==> src/rtl/ts_pkg.sv <==
// Shared task-scheduler definitions: default geometry and loader FSM encoding.
// Latency: n/a (types and constants only).
// Backpressure: n/a.
package ts_pkg;

  localparam int DEF_NUM_OF_CORES   = 4;
  localparam int DEF_INSN_LOAD_TIME = 16;
  localparam int DEF_INSN_WIDTH     = 16;
  localparam int DEF_REG_WIDTH      = 8;

  // Loader FSM: IDLE waits for this core's Start, RUN waits for core_done.
  typedef enum logic {
    ST_IDLE = 1'b0,
    ST_RUN  = 1'b1
  } ld_state_t;

endpackage

==> src/rtl/frame_bank_2x.sv <==
// Two-bank instruction frame store: one bank is written while the other is read.
// Latency: write lands on the clock edge; read is combinational.
// Backpressure: none, the write port accepts a word every cycle.
module frame_bank_2x #(
  parameter int DEPTH = 16,
  parameter int WIDTH = 16,
  parameter int AW    = $clog2(DEPTH)
) (
  input  logic             clk,
  input  logic             i_bank_sel,
  input  logic [AW-1:0]    i_wr_addr,
  input  logic [WIDTH-1:0] i_wr_dat,
  input  logic [AW-1:0]    i_rd_addr,
  output logic [WIDTH-1:0] o_rd_dat
);

  // Bank index is the address MSB; contents are deliberately not reset.
  logic [WIDTH-1:0] r_mem [0:2*DEPTH-1];

  // Capture always targets the staging bank (the one not selected for reads).
  always_ff @(posedge clk) begin
    r_mem[{~i_bank_sel, i_wr_addr}] <= i_wr_dat;
  end

  assign o_rd_dat = r_mem[{i_bank_sel, i_rd_addr}];

endmodule

==> src/rtl/core_task_loader.sv <==
// Per-core loader: captures the broadcast frame, latches R0, hands off to the core on Start.
// Latency: Start at t -> core_start and new frame on fetch port at t+1; core_done at t -> Ready at t+1.
// Backpressure: Ready low while the core runs; a Start during RUN is dropped and flagged in proto_err.
module core_task_loader
  import ts_pkg::*;
#(
  parameter int CORE_ID        = 0,
  parameter int NUM_OF_CORES   = DEF_NUM_OF_CORES,
  parameter int INSN_LOAD_TIME = DEF_INSN_LOAD_TIME,
  parameter int INSN_WIDTH     = DEF_INSN_WIDTH,
  parameter int REG_WIDTH      = DEF_REG_WIDTH,
  localparam int CW            = $clog2(INSN_LOAD_TIME)
) (
  input  logic                              clk,
  input  logic                              reset,
  input  logic [CW-1:0]                     Insn_Load_Counter,
  input  logic [INSN_WIDTH-1:0]             Insn_Data,
  input  logic [NUM_OF_CORES-1:0]           Start,
  input  logic [NUM_OF_CORES-1:0]           Init_R0_Vect,
  input  logic [NUM_OF_CORES*REG_WIDTH-1:0] Init_R0,
  output logic                              Ready,
  output logic                              core_start,
  input  logic                              core_done,
  input  logic [CW-1:0]                     fetch_pc,
  output logic [INSN_WIDTH-1:0]             fetch_insn,
  output logic [REG_WIDTH-1:0]              r0_value,
  output logic                              r0_valid,
  output logic                              proto_err
);

  ld_state_t           r_state;
  ld_state_t           w_state_nxt;
  logic [CW-1:0]       r_cnt_d;
  logic                r_bank_sel;
  logic                w_start_own;
  logic                w_r0_ld;
  logic [REG_WIDTH-1:0] w_r0_slice;
  logic                w_accept;
  logic                w_perr_set;
  logic                w_unused;

  assign w_start_own = Start[CORE_ID];
  assign w_r0_ld     = Init_R0_Vect[CORE_ID];
  assign w_r0_slice  = Init_R0[CORE_ID*REG_WIDTH +: REG_WIDTH];

  // Other cores' strobes and R0 slices are intentionally ignored.
  assign w_unused = ^{Start, Init_R0_Vect, Init_R0};

  // Insn_Data lags the counter by one cycle, so delay the counter to align the write address.
  always_ff @(posedge clk) begin
    if (reset) r_cnt_d <= CW'(INSN_LOAD_TIME - 1);
    else       r_cnt_d <= Insn_Load_Counter;
  end

  // FSM state register.
  always_ff @(posedge clk) begin
    if (reset) r_state <= ST_IDLE;
    else       r_state <= w_state_nxt;
  end

  // Next state: accept Start only when idle; a Start while running is an error, done still wins.
  always_comb begin
    w_state_nxt = r_state;
    w_accept    = 1'b0;
    w_perr_set  = 1'b0;
    case (r_state)
      ST_IDLE: begin
        if (w_start_own) begin
          w_state_nxt = ST_RUN;
          w_accept    = 1'b1;
        end
      end
      ST_RUN: begin
        if (w_start_own) w_perr_set  = 1'b1;
        if (core_done)   w_state_nxt = ST_IDLE;
      end
      default: w_state_nxt = ST_IDLE;
    endcase
  end

  // Bank swap, start pulse and sticky error; banks themselves survive reset.
  always_ff @(posedge clk) begin
    if (reset) begin
      r_bank_sel <= 1'b0;
      core_start <= 1'b0;
      proto_err  <= 1'b0;
    end else begin
      core_start <= w_accept;
      if (w_accept)   r_bank_sel <= ~r_bank_sel;
      if (w_perr_set) proto_err  <= 1'b1;
    end
  end

  // R0 latch: a load in the core_start cycle takes priority over the clear.
  always_ff @(posedge clk) begin
    if (reset) begin
      r0_value <= '0;
      r0_valid <= 1'b0;
    end else if (w_r0_ld) begin
      r0_value <= w_r0_slice;
      r0_valid <= 1'b1;
    end else if (core_start) begin
      r0_valid <= 1'b0;
    end
  end

  // Drop Ready in the accepting cycle so the scheduler never sees a stale idle core.
  assign Ready = (r_state == ST_IDLE) & ~w_start_own;

  frame_bank_2x #(
    .DEPTH (INSN_LOAD_TIME),
    .WIDTH (INSN_WIDTH),
    .AW    (CW)
  ) u_bank (
    .clk        (clk),
    .i_bank_sel (r_bank_sel),
    .i_wr_addr  (r_cnt_d),
    .i_wr_dat   (Insn_Data),
    .i_rd_addr  (fetch_pc),
    .o_rd_dat   (fetch_insn)
  );

endmodule

==> config.mk <==
export PLATFORM = sky130hd
export DESIGN_NAME = core_task_loader
export DESIGN_NICKNAME = d
export VERILOG_FILES = /design/src/rtl/ts_pkg.sv /design/src/rtl/frame_bank_2x.sv /design/src/rtl/core_task_loader.sv
export SDC_FILE = /design/constraint.sdc
export NUM_CORES = 1
export LEC_CHECK = 0
export ABC_AREA = 1
export BUFFER_PORTS_ARGS = -buffer_cell sky130_fd_sc_hd__clkbuf_2
export CORE_UTILIZATION = 38
export DETAILED_ROUTE_END_ITERATION = 12
export PLACE_DENSITY = 0.55
export SYNTH_ARGS = -nofsm -noshare
export SYNTH_HDL_FRONTEND = slang
export SYNTH_HIERARCHICAL = 1
export SYNTH_SLANG_ARGS = --single-unit
==> constraint.sdc <==
create_clock -name clk -period 3.5 [get_ports clk]
set_input_delay 0.175 -clock clk [delete_from_list [all_inputs] [get_ports clk]]
set_output_delay 0.175 -clock clk [all_outputs]
set_load 0.005 [all_outputs]
---- Word level (Yosys, flattened, before mapping) ----
Memories as Yosys holds them, arrays and structs flattened.
Cells that the tools add are included.
word-level totals
  bits in latches ......................... 0
  bits in read-only memories .............. 0
  RAM bits ................................ 512
  register bits after elaboration ......... 17
  memories kept ........................... 1
memory list
  name          words  bits a word  rd ports  clocked after Yosys merged registers in  write ports  line                 source
  u_bank.r_mem  32     16           1         0                                        1            frame_bank_2x.sv:18  logic [WIDTH-1:0] r_mem [0:2*DEPTH-1];
cells by class
  equality and inequality tests ........... 0
  $lt $le $gt $ge ......................... 0
  divide/modulo/power cells ............... 0
  multiplexer cells ....................... 7
  reductions and logical operators ........ 1
  bitwise logic cells ..................... 4
  add/subtract/negate cells ............... 0
  multipliers ............................. 0
  shifts and indexed selects .............. 0
operators by type and width
  cell                                number
  1-bit 2-to-1 mux                    6
  1-bit NOT                           3
  1-bit case mux with 2 select lines  1
  2-bit nonzero test                  1
  1-bit bitwise AND                   1

---- Logic depth before layout (Yosys ltp) ----
  word-level depth ........................ 2
  gate-level depth with buffers ........... 12
  mapped depth without buffers ............ 9

---- Hierarchy ----
Netlist, hierarchy kept.
modules (own cells, without submodules)
  module            instances  seq. area each (um^2)  cells each  area each (um^2)
  frame_bank_2x     1          15,374.7               1,778       20,947.6
  core_task_loader  1          340.3                  63          541.8

---- Least setup slack after synthesis ----
No wires, ideal clock.
  path type ............................... reg-to-reg
  start ................................... register r_bank_sel
  end ..................................... memory u_bank.r_mem[0][0] (enable)
  required time ........................... 3.112 ns
  clock period less this slack ............ 1.786 ns
  stages on the path, launching flop included .. 4
  arrival ................................. 1.397 ns
  slack ................................... 1.714 ns
  cells stage by stage .................... dfxtp_1 > buf_2 > nand3_1 > nor2_1
between the ends
  cells in the longest elaborated chain, start to end .. 1
RTL lines
  what                      line                    source
  start: declaration        core_task_loader.sv:34  logic r_bank_sel;
  start signal: assignment  core_task_loader.sv:89  if (w_accept) r_bank_sel <= ~r_bank_sel;
  1-bit NOT                 frame_bank_2x.sv:22     r_mem[{~i_bank_sel, i_wr_addr}] <= i_wr_dat;
  end: declaration          frame_bank_2x.sv:18
No other way between the ends.

---- Final worst setup path ----
  start ................................... input port fetch_pc[0]
  end ..................................... output port fetch_insn[11]
between the ends
  cells in the longest elaborated chain, start to end .. 1
RTL lines
  what                line                    source
  start: declaration  core_task_loader.sv:24  input logic [CW-1:0] fetch_pc,
  memory 32 x 16 bit  n/a
  end: declaration    core_task_loader.sv:25  output logic [INSN_WIDTH-1:0] fetch_insn,
No other way between the ends.

==> results.txt <==
- The Yosys step of the flow raised 6 warnings.
* Num CTS Buffers: 53
- During placement, the flow inserted port buffers numbering 64.
- Switching power of the nets: about 3000 µW
- Power per Cell Area: 547 nW/µm²
- Counting tap cells, the placed design contains a total of ~2.6k instances.
- Total Die Area: around 58,000 µm²
- Maximum count of clock buffers along a single path: 3
* End point of the critical path: fetch_insn[11]
- Final Max Slew Viols: 0
* Routed len/inst: 20.4 µm
- For this run, the register share of the synthesized area comes to 0.731.
- For this configuration, the core starts out at a cell density of 0.387.
- Depth of the worst register-to-register path: 4
- Post-layout nets: 1,999
- The die is 240 µm wide.
* Top cell type by total area after synthesis: sky130_fd_sc_hd__edfxtp_1
- Detailed routing inserted a total of around 14k vias.
* GRT Residual Overflow: 0
- Summed over all cells, the static leakage comes to 0.00910 µW.
- Die height: between 200 and 250 µm
- Dividing the final minimum period by the clock period gives 0.727.
- Of the total power, the clock network draws 0.401.
* Internal power component: about 10,000 µW
* Cell count after synthesis: between 1.5k and 2k
- Static timing analysis puts the maximum clock frequency at 393 MHz.
* Total core area: ~56,000 µm²
- Post-synthesis register bit count: around 530
- Required time of the critical path: around 3300 ps
* Leading cell types by total area after synthesis: sky130_fd_sc_hd__edfxtp_1 (72%), sky130_fd_sc_hd__nand2_1 (13%), sky130_fd_sc_hd__nand3_1 (9.2%)
- TritonCTS built the clock tree.
- Synthesized area: between 20,000 and 25,000 µm²
- Main combinational cell family by area after synthesis: simple AND/OR/NAND/NOR gates
* Fill cell count: 5,179
* CTS Root Buffer Type: sky130_fd_sc_hd__clkbuf_16
- The run finished with clean final reports.
- Of the total power, the share spent switching nets is 0.226.
* Starting DRT DRC Count: 1,232
- Entering global routing, the biggest net connects 93 pins.
* Class of the tightest hold or removal check: input pin to flop
- The share of total power dissipated in combinational logic is 0.071.
* Share of the synthesized area in compound gates (AO/OA/AOI/OAI): 0.00274
- Num Clock Sinks: about 530
- Of all nets on the critical path, the largest fanout is 84.
- Worst Setup End Kind: output pin
* Via count of the first global-routing pass: 13.2k
* Final Util: 0.441
- Fin Setup TNS: 0 ps
- Xor/xnor share of the synthesized area: 0
- Arrival @ worst endpoint: between 2000 and 2500 ps
- Series of cell instances along the critical path: clkbuf_8, inv_8, buf_12, nand2_1, nand3_1, nand3_1, nand2_1, nand2_1, nand2_1, nand2_1, nand2_1, clkbuf_2
* Fraction of layout instances using a drive strength above 1: 0.108
* Number of rows created at floorplan: between 80 and 90
- On the worst path, the slowest cell contributes a delay of roughly 480 ps.
- Simple-Gate Fraction of Synth Area: 0.229
* Type of element launching the critical path: input pin
- Counting both buffers and inverters, the worst setup path holds a total of 4.
- Post-layout minimum cycle time: between 2000 and 3000 ps
- Most frequent CP cell: sky130_fd_sc_hd__nand2_1
- The first detailed-routing pass took 5 iterations.
- The first global-routing pass estimated slightly above 80 mm of wire.
* Terminus of the critical flop-to-flop path: u_bank/r_mem[30][8]$_DFFE_PP_
- Worst clock skew: between 20 and 25 ps
* Number of vias per cell: 5.11
- Relative to the synthesized area, the layout overhead comes to 14.0%.
* Beginning of the critical path: fetch_pc[0]
- The netlist uses 19 different library cells.
* Register share of total power: 0.528
- Slew of the pin with the lowest slew margin: 982 ps
* Multiplexer area fraction after synthesis: 0
- IR drop worst, VDD: 404 µV
- The worst register-to-register path has a setup slack of between 1000 and 1500 ps.
- Setup repair after global routing left no endpoint under its margin.
- For this design the top-level I/O count stands at 95.
- Filler-free cell count of the finished design: 2,724
* Startpoint-to-endpoint class of the critical path: input pin to output pin
- Arithmetic-cell share of the synthesized area counting full adders, half adders and majority gates: 0
* Total nets after synthesis: ~1.9k
- Count of H-tree levels built during CTS: 2
- After detailed routing, the number of remaining DRC violations is 0.
* Number of endpoints failing setup at the final stage: 0
- Quantity of gates resized following cts: 0
- Global routing usage summed across all routing layers: 0.196
- Hold Violations, Final: 0
- The cell family contributing the most delay on the critical path is buffers and inverters.
- Once detailed placement completed, the half-perimeter wirelength came to between 20 and 30 mm.
- Clock-pin slew was measured on the worst setup and hold paths at approximately 60 ps.
- Launch point of the worst reg-to-reg path: r_bank_sel$_SDFFE_PP0P_
* Global placer's final weighted congestion: roughly 0.78
- The number of antenna violations at the first check in global routing was 2.
- Across the run, the number of max-cap violations was 0.
- Slowest library cell on the worst path: sky130_fd_sc_hd__inv_8
* Total Wirelength: about 56 mm
* Synth top area share: 0.715
* Antenna-violating nets left: 0
- Clock Latency Late Sink: around 600 ps
- Depth of the critical timing path with buffers and inverters included: 12
- A synthesized cell averages between 10 and 15 µm².
* Max-slew headroom at the worst pin: 0.345
==> repair_timing <==
item / in CTS / in global routing
hold buffers: 29 / 0
setup endpoints to repair: 0 / 0
endpoints found under the hold margin: 17 / 0
setup buffers: 0 / 0
==> power by group through the flow <==
stage	sequential, µW	combinational, µW	clock [µW]
2_1_floorplan	7200	533	0
3_3_place_gp	7200	916	0
3_5_place_dp	7200	930	0
4_1_cts	7070	960	5490
5_1_grt	7080	1050	5710
6_report	7070	954	5380
==> worst reg2reg max path, delay by kind of cell, from the launching register on <==
| kind | cells | cell delay [ps] |
|---|---|---|
| buffers and inverters | 2 | 840 |
| AND/OR/NAND/NOR | 2 | 530 |
| flip-flops | 1 | 320 |
==> per-layer routing <==
| layer | share of wire | global-route usage | vias to the layer above | wire length [µm] |
|---|---|---|---|---|
| met5 | 0.00047 | 0 | - | 26 |
| li1 | - | - | 6569 | - |
| met2 | 0.47 | 0.311 | 442 | 25900 |
| met3 | 0.064 | 0.0294 | 86 | 3560 |
| met1 | 0.45 | 0.276 | 6806 | 24800 |
| met4 | 0.025 | 0.0647 | 4 | 1370 |
==> cell usage after synthesis <==
library cell / count
sky130_fd_sc_hd__buf_2: 40
sky130_fd_sc_hd__o21ai_0: 8
sky130_fd_sc_hd__nand2_1: 729
sky130_fd_sc_hd__a21oi_1: 2
sky130_fd_sc_hd__buf_1: 12
sky130_fd_sc_hd__nand3_1: 393
sky130_fd_sc_hd__or2_2: 4
sky130_fd_sc_hd__a21oi_2: 1
sky130_fd_sc_hd__edfxtp_1: 512
sky130_fd_sc_hd__inv_2: 3
sky130_fd_sc_hd__inv_1: 9
sky130_fd_sc_hd__buf_6: 24
sky130_fd_sc_hd__buf_12: 1
sky130_fd_sc_hd__inv_6: 1
sky130_fd_sc_hd__buf_4: 18
sky130_fd_sc_hd__clkbuf_1: 13
sky130_fd_sc_hd__nor2_1: 53
sky130_fd_sc_hd__dfxtp_1: 17
sky130_fd_sc_hd__buf_8: 1
==> state kept, by name, indices dropped and copies added (netlist names) <==
signal / cells
proto_err: 1
core_start: 1
r_bank_sel: 1
u_bank/r_mem: 512
r0_value: 8
r_cnt_d: 4
r0_valid: 1
r_state: 1
==> how the worst min path moves through the flow <==
stage,start,depth (start not counted),endpoint
after floorplan,reset,1,r0_valid$_SDFFE_PP0P_
after global placement,Insn_Load_Counter[1],2,r_cnt_d[1]$_SDFF_PP1_
after detailed placement,Insn_Load_Counter[0],2,r_cnt_d[0]$_SDFF_PP1_
after CTS,Init_R0_Vect[0],3,r0_value[7]$_SDFFE_PP0P_
after global routing,Init_R0_Vect[0],3,r0_value[7]$_SDFFE_PP0P_
final,Init_R0_Vect[0],3,r0_value[7]$_SDFFE_PP0P_
==> kinds of logic (layout without fill, tap and decap cells) <==
logic type             Yosys count  after routing
and+or+nand+nor               1179           1179
other                            0              1
buffers and inverters          122            256
DFF                            529            529
AOI/OAI and AO/OA               11             11
==> layout by cell type (no fill, tap or decap), drive strengths merged <==
cell type      n
a21oi          3
buf           54
bufinv         1
clkbuf       136
clkinv        21
dfxtp         17
diode          1
dlygate4sd3   29
edfxtp       512
inv           15
nand2        729
nand3        393
nor2          53
o21ai          8
or2            4
==> stage by stage <==
step / instance area [µm²] / setup WS [ps] / power (µW) / hold WS [ps]
after floorplan: 21500 / 1710 / 7730 / 237
after global placement: 22600 / 978 / 8120 / 377
after detailed placement: 22600 / 967 / 8130 / 379
after CTS: 24500 / 971 / 13500 / 0.522
after global routing: 24500 / 805 / 13800 / 67.8
final: 24500 / 956 / 13400 / 51.3
==> layout make-up <==
class	count	area, µm²	share of cell area
timing repair buffer	145	1120	0.0459
tap	748	936	0.0382
multi-input combinational	1190	5030	0.205
sequential	529	15700	0.641
inverter	13	58.8	0.00240
clock buffer	74	1510	0.0615
antenna	1	2.50	0.000102
clock inverter	24	134	0.00546
(Power assumes the default switching activity.)
